[config.mk]
export PLATFORM = sky130hd
export DESIGN_NAME = pp_row_sequencer
export DESIGN_NICKNAME = d
export VERILOG_FILES = /design/src/rtl/pp_row_sequencer.sv
export SDC_FILE = /design/constraint.sdc
export NUM_CORES = 1
export LEC_CHECK = 0
export CAP_MARGIN = 10
export CORE_ASPECT_RATIO = 0.6
export CORE_UTILIZATION = 54
export DETAILED_ROUTE_END_ITERATION = 10
export GPL_TIMING_DRIVEN = 0
export PLACE_DENSITY = 0.85
export SLEW_MARGIN = 25
export SYNTH_ARGS = -nofsm -noshare
export SYNTH_HDL_FRONTEND = slang
export SYNTH_SLANG_ARGS = --single-unit
[constraint.sdc]
create_clock -name clk -period 4.5 [get_ports clk]
set_input_delay 1.125 -clock clk [delete_from_list [all_inputs] [get_ports clk]]
set_output_delay 1.125 -clock clk [all_outputs]
set_load 0.005 [all_outputs]
[src/rtl/pp_row_sequencer.sv]
// Partial-product row sequencer: accepts one N x N operand pair and emits its
// partial-product rows one per beat (Baugh-Wooley forms plus a correction beat in signed mode).
module pp_row_sequencer #(
    parameter int N         = 16,
    parameter bit SKIP_ZERO = 1'b0,
    localparam int IW       = $clog2(N + 1)
) (
    input  logic          clk,
    input  logic          rst,
    input  logic          in_valid,
    output logic          in_ready,
    input  logic [N-1:0]  in_a,
    input  logic [N-1:0]  in_b,
    input  logic          in_signed,
    output logic          out_valid,
    input  logic          out_ready,
    output logic [N-1:0]  out_row,
    output logic [IW-1:0] out_idx,
    output logic          out_last,
    output logic          busy,
    output logic          dbg_state
);

    // Handshake: a transfer happens on a rising clk edge when valid and ready
    // are both high; valid and its payload stay stable until that transfer.

    typedef enum logic {
        IDLE = 1'b0,
        EMIT = 1'b1
    } state_t;

    state_t        state_q, state_d;
    logic [N-1:0]  a_q, a_d;
    logic [N-1:0]  b_q, b_d;
    logic          sgn_q, sgn_d;
    logic [N-1:0]  row_q, row_d;
    logic [IW-1:0] idx_q, idx_d;
    logic          last_q, last_d;
    logic          valid_q, valid_d;

    // Lowest set bit of b at or above position from; -1 when there is none.
    function automatic int first_set(input logic [N-1:0] b, input int from);
        logic [N-1:0] bs;
        first_set = -1;
        for (int i = N - 1; i >= 0; i--) begin
            bs = b >> i;
            if (i >= from && bs[0]) first_set = i;
        end
    endfunction

    function automatic logic [N-1:0] make_row(input logic [N-1:0] a, input logic [N-1:0] b,
                                              input logic sgn, input int k);
        logic [N-1:0] r;
        logic [N-1:0] bs;
        logic         bk;
        bs = b >> k;
        bk = (k < N) ? bs[0] : 1'b0;
        r  = '0;
        if (!sgn) begin
            r = a & {N{bk}};
        end else if (k == N) begin
            r[0]   = 1'b1;
            r[N-1] = 1'b1;
        end else if (k == N - 1) begin
            r      = ~(a & {N{bk}});
            r[N-1] = a[N-1] & bk;
        end else begin
            r      = a & {N{bk}};
            r[N-1] = ~(a[N-1] & bk);
        end
        return r;
    endfunction

    // Operands come straight from the ports in IDLE so the first beat can be
    // registered on the accepting edge.
    logic [N-1:0] src_a, src_b;
    logic         src_sgn, src_skip;
    int           k, fs, fs_next;
    logic         last_k;
    logic [N-1:0] row_k;
    logic         accept, fire;

    always_comb begin
        src_a    = (state_q == IDLE) ? in_a : a_q;
        src_b    = (state_q == IDLE) ? in_b : b_q;
        src_sgn  = (state_q == IDLE) ? in_signed : sgn_q;
        src_skip = SKIP_ZERO && !src_sgn;

        if (state_q == IDLE) fs = first_set(src_b, 0);
        else                 fs = first_set(src_b, int'(idx_q) + 1);

        if (state_q == IDLE) k = (src_skip && fs >= 0) ? fs : 0;
        else                 k = src_skip ? ((fs >= 0) ? fs : 0) : int'(idx_q) + 1;

        fs_next = first_set(src_b, k + 1);
        if (src_sgn)       last_k = (k == N);
        else if (src_skip) last_k = (fs_next < 0);
        else               last_k = (k == N - 1);

        row_k = make_row(src_a, src_b, src_sgn, k);
    end

    assign in_ready = !rst && (state_q == IDLE);
    assign accept   = in_valid && in_ready;
    assign fire     = valid_q && out_ready;

    always_comb begin
        state_d = state_q;
        a_d     = a_q;
        b_d     = b_q;
        sgn_d   = sgn_q;
        row_d   = row_q;
        idx_d   = idx_q;
        last_d  = last_q;
        valid_d = valid_q;
        case (state_q)
            IDLE: begin
                if (accept) begin
                    a_d     = in_a;
                    b_d     = in_b;
                    sgn_d   = in_signed;
                    row_d   = row_k;
                    idx_d   = IW'(k);
                    last_d  = last_k;
                    valid_d = 1'b1;
                    state_d = EMIT;
                end
            end
            EMIT: begin
                if (fire) begin
                    if (last_q) begin
                        valid_d = 1'b0;
                        last_d  = 1'b0;
                        state_d = IDLE;
                    end else begin
                        row_d  = row_k;
                        idx_d  = IW'(k);
                        last_d = last_k;
                    end
                end
            end
            default: state_d = IDLE;
        endcase
    end

    always_ff @(posedge clk) begin
        if (rst) begin
            state_q <= IDLE;
            a_q     <= '0;
            b_q     <= '0;
            sgn_q   <= 1'b0;
            row_q   <= '0;
            idx_q   <= '0;
            last_q  <= 1'b0;
            valid_q <= 1'b0;
        end else begin
            state_q <= state_d;
            a_q     <= a_d;
            b_q     <= b_d;
            sgn_q   <= sgn_d;
            row_q   <= row_d;
            idx_q   <= idx_d;
            last_q  <= last_d;
            valid_q <= valid_d;
        end
    end

    assign out_valid = valid_q;
    assign out_row   = row_q;
    assign out_idx   = idx_q;
    assign out_last  = last_q;
    assign busy      = (state_q == EMIT);
    assign dbg_state = state_q;

endmodule

# --- Yosys cells after proc, flatten, opt, wreduce, memory -nomap -nowiden ---
# Index checks and enable logic that the tools add are counted.
word_totals:
  reg_bits: 57
  inputBits: 37
  word_cells: 61
classes:
  add_sub_neg: 1
  order_cmp: 1
  n_eq_ne: 6
  shifts: 1
  mux: 31
  n_bitwise: 5
  reduce_logical: 8
op_table:
  columns: ["operator", "count"]
  rows:
  - ["two-way mux 16 bit", 7]
  - ["equality test 32 x 5 -> 1 bit, second input constant", 1]
  - ["equality test 32 x 6 -> 1 bit, second input constant", 1]
  - ["< comparator 32 x 6 -> 1 bit, second input constant", 1]
  - ["one-hot mux 16 bit (2 select lines)", 1]
  - [">> shifter 16 x 32 -> 1 bit", 1]
  - ["AND 16 bit", 1]
  - ["two-way mux 5 bit", 3]
  - ["NOT 15 bit", 1]
  - ["two-way mux 1 bit", 14]
  - ["two-way mux 14 bit", 1]
  - ["one-hot mux 5 bit (2 select lines)", 1]
  - ["adder 5 x 1 -> 6 bit, second input constant", 1]
  - ["two-way mux 6 bit", 1]
  - ["one-hot mux 1 bit (2 select lines)", 3]
  - ["AND reduction 3 bit", 2]
  - ["!= test 2 x 1 -> 1 bit, second input constant", 2]
  - ["!= test 2 bit, second input constant", 2]
  - ["AND reduction 2 bit", 2]
  - ["logical AND 1 bit", 3]
  - ["NOT 1 bit", 2]
  - ["AND 1 bit", 1]
  - ["logical NOT 1 bit", 1]

# --- Logic depth before layout (Yosys ltp) ---
depth:
  ltp_word: 12
  depth_mapped: 11

# --- Least setup slack after synthesis ---
# OpenSTA, ideal clock, no wires.
synth_path:
  path_type: "input -> register"
  from: "in rst"
  to: "reg row_q[13], in the netlist out_row[13]"
  setup_ps: 64
  arrival_time_ps: 2825
  required_time_ps: 4436
  path_slack_ps: 1611
  path_stages: 9
  cell_sequence: "or3b_1 > buf_2 > and2_4 > buf_6 > a41oi_4 > nand2_2 > buf_6 > or4_1 > nand4_1"
synth_between:
  elab_chain_cells: 5
synth_rtl:
  columns: ["element", "line_no", "text"]
  rows:
  - ["start: declaration", "9", "input logic rst,"]
  - ["logical NOT 1 bit", "103", "assign in_ready = !rst && (state_q == IDLE);"]
  - ["logical AND 1 bit", "103", null]
  - ["logical AND 1 bit", "104", "assign accept = in_valid && in_ready;"]
  - ["!= test 2 bit (no line)", null, null]
  - ["AND reduction 3 bit (no line)", null, null]
  - ["end signal: assignment", "161", "row_q <= row_d;"]
  - ["end: declaration", "36", "logic [N-1:0] row_q, row_d;"]
# Several ways; a longest one is shown, not always the timed one.
# A chain may end at the register's enable or synchronous reset.

# --- Worst setup path after layout ---
layout_path:
  from: "in rst"
  to: "out in_ready"
layout_between:
  elab_chain_cells: 2
layout_rtl:
  columns: ["element", "line_no", "text"]
  rows:
  - ["logical NOT 1 bit", "103", null]
  - ["logical AND 1 bit", "103", null]
  - ["end: declaration", "11", "output logic in_ready,"]
# Every way passes these cells.

==> qor.yml <==
global_routing:
  grt_max_degree: 11
  antenna_found_initial: 0
  grt_pass1_vias: 2633
  gr-total-overflow: 0
  grt_use_total_pct: 31.0
  grt_pass1_wl_mm: 12.7
worst_setup_path:
  path_cells: "clkdlybuf4s50_1, clkbuf_1, nor2_1, clkdlybuf4s50_1"
  slowest_delay_ns: 0.53
  startpoint_type: "input pin"
  crit_arrival_ns: 2.58
  crit_top_cell: "clkdlybuf4s50_1"
  cp_top_family: "buffers and inverters"
  endpoint: "in_ready"
  r2r_slack_ns: 1.87
  critPathKind: "in2out"
  required_ns: 3.38
  crit_fanout: 10
  r2r_end: "out_row[6]"
  path_buf_inv: 3
  r2r_start: "out_idx[0]"
  cp.depth: 4
  reg2reg_depth: 9
  worst_setup_path_end_kind: "output pin"
  worstSetupStartpoint: "rst"
  worst_path_max_delay_cell: "clkdlybuf4s50_1"
timing:
  setup_viol: 0
  max_freq_ghz: 0.270
  drv_slew: 0
  tightest_slew_ns: 0.717
  final_hold_viol_count: 0
  period_share_pct: 82.4
  rsz0062_at_grt: "false"
  min_period_ns: 3.71
  whs_ns: 0.459
  finalClockSkew_ns: 0.00653
  finalSetupTns_ns: 0
  relSlewSlack_pct: 52.2
layout:
  multi_input_area_um2: 1510
  layout-drive-gt1-share_pct: 9.43
  area_growth_pct: 33.4
  layout_common_cells: "nand2_1, clkdlybuf4s50_1, dfxtp_1, nand3_1, o21ai_0"
  n_antenna_cell: 0
  fillers: 354
  regArea_um2: 1140
  fin_cells: 487
  layout_commonest_cell: "nand2_1"
  nets: 457
synth:
  yosys.cell_types.count: 45
  avgSynthCellArea_um2: 8.17
  syn-num-nets: 384
  yosysSeqAreaShare_pct: 40.4
  yosysWarnings: 0
  synth.cell_area_um2: 2830
  syn_inst: 346
  yosys_register_bits: 57
place:
  place_congestion: 0.840
  io_buffers: 62
  dp_hpwl_mm: 5.78
  dp.cells: 471
route:
  first_pass_iters: 6
  routed_wl_mm: 7.93
  routed_via_density: 6.02
  postRouteAntennaNets: 0
  drcViolationCount: 0
  vias: 2932
  wl_per_cell_um: 16.3
  drt_first_iter_violations: 226
clocking:
  cts_inserted_buffers: 9
  hold_buffers: 0
  cts_sinks: 57
  clkTransAtPathRegs_ns: 0.07
  cts_root_buffer: "clkbuf_8"
  post_cts_resized: 0
  clk_path_buf_depth: 2
  cts_max_level: 3
  cts_tree: "built"
  insertion_delay_ns: 0.34
  post_cts_buffers: 0
pwr:
  powerDensity_nw_per_um2: 353
  p_leak_nw: 1.39
  ir_worst_vdd_uv: 307
floorplanning:
  io_pins: 63
  initial_core_util_pct: 58.9
  die_x_um: 95.4
  die_area_um2: 5540
  die_y_um: 58.1
  core_um2: 4800
  rows: 19
min_path:
  hold_class: "reg2reg"
flow_run:
  max_cap_viol_count: 0
status:
  outcome: "completed"
worst min-delay path, stage by stage, from the launching register on:
cell     delay [ns]
dfxtp_1        0.31
nand2_1        0.05
o21ai_0        0.06
synthesized netlist by cell type (all sizes together):
cell	instances	share of area, %
a211o	1	0.31
a21bo	1	0.35
a21oi	8	1.8
a2bb2oi	1	0.31
a311oi	1	0.31
a31o	1	0.31
a31oi	1	0.22
a32oi	1	0.31
a41oi	1	0.97
and2	3	0.75
buf	14	3.5
clkbuf	17	2.3
dfxtp	57	40
ha	1	0.44
inv	3	0.40
mux2	1	0.53
mux2i	21	7.4
mux4	2	1.6
nand2	73	9.8
nand2b	4	0.88
nand3	37	6.7
nand4	16	3.5
nand4b	1	0.31
nor2	13	1.7
nor2b	1	0.22
o211ai	2	0.53
o21ai	38	6.7
o21bai	1	0.27
o22a	1	0.62
o22ai	3	0.66
o2bb2ai	2	0.62
or2b	1	0.27
or3	1	0.22
or3b	1	0.31
or4	15	4.1
xor2	1	0.31
metrics by stage:
step | setup WS, ns | instance area [um^2] | power [mW] | utilization (%)
floorplan | 1.61 | 2830 | 0.654 | -
global placement | 0.819 | 3530 | 0.735 | 73.4
detailed placement | 0.798 | 3530 | 0.740 | 73.4
CTS | 0.789 | 3770 | 1.32 | 78.5
global route | 0.686 | 3770 | 1.37 | 78.5
finish | 0.793 | 3770 | 1.33 | 78.5
routing by layer:
layer | global-route usage (%) | share of wire [%] | vias up
met2 | 43.4 | 40 | 181
met3 | 11.0 | 11 | 19
met5 | 0 | 0 | -
met4 | 9.81 | 1.8 | 0
li1 | - | - | 1382
met1 | 44.3 | 46 | 1350
flip-flops by register name (all words and copies together) (netlist names):
register / cells
out_row: 16
out_last: 1
out_idx: 5
sgn_q: 1
out_valid: 1
b_q: 16
busy: 1
a_q: 16
logic make-up after synthesis:
| logic type | after synthesis | share of synthesized area (%) |
|---|---|---|
| compound gates | 63 | 14.3 |
| xor+xnor | 1 | 0.310 |
| fa+ha+maj | 1 | 0.442 |
| buf+inv | 34 | 6.15 |
| flops | 57 | 40.4 |
| mux | 24 | 9.56 |
| simple gates | 166 | 28.9 |
area by class of cell:
type,instances,share of cell area (%)
flip-flops and latches,57,30.3
plain buffers,31,4.31
clock inverters,5,2.72
multi-input cells,255,40.1
inverters,3,0.299
repair buffers,62,16.5
well taps,63,2.09
clock buffers,11,3.75
power breakdown:
group | total (mW) | switching, mW | internal (mW)
sequential | 0.551 | 0.0168 | 0.534
combinational | 0.183 | 0.0958 | 0.0875
clock | 0.596 | 0.214 | 0.382
total | 1.33 | 0.326 | 1.00
worst min-delay path by stage:
| stage | startpoint | to | slack, ns | depth (start not counted) |
|---|---|---|---|---|
| 2_1_floorplan | b_q[12] | b_q[12] | 0.43 | 2 |
| 3_3_place_gp | b_q[13] | b_q[13] | 0.44 | 2 |
| 3_5_place_dp | a_q[2] | a_q[2] | 0.45 | 2 |
| 4_1_cts | a_q[2] | a_q[2] | 0.46 | 2 |
| 5_1_grt | b_q[13] | b_q[13] | 0.47 | 2 |
| 6_report | a_q[7] | a_q[7] | 0.46 | 2 |
Note: power is estimated with default switching activity, not from simulation.
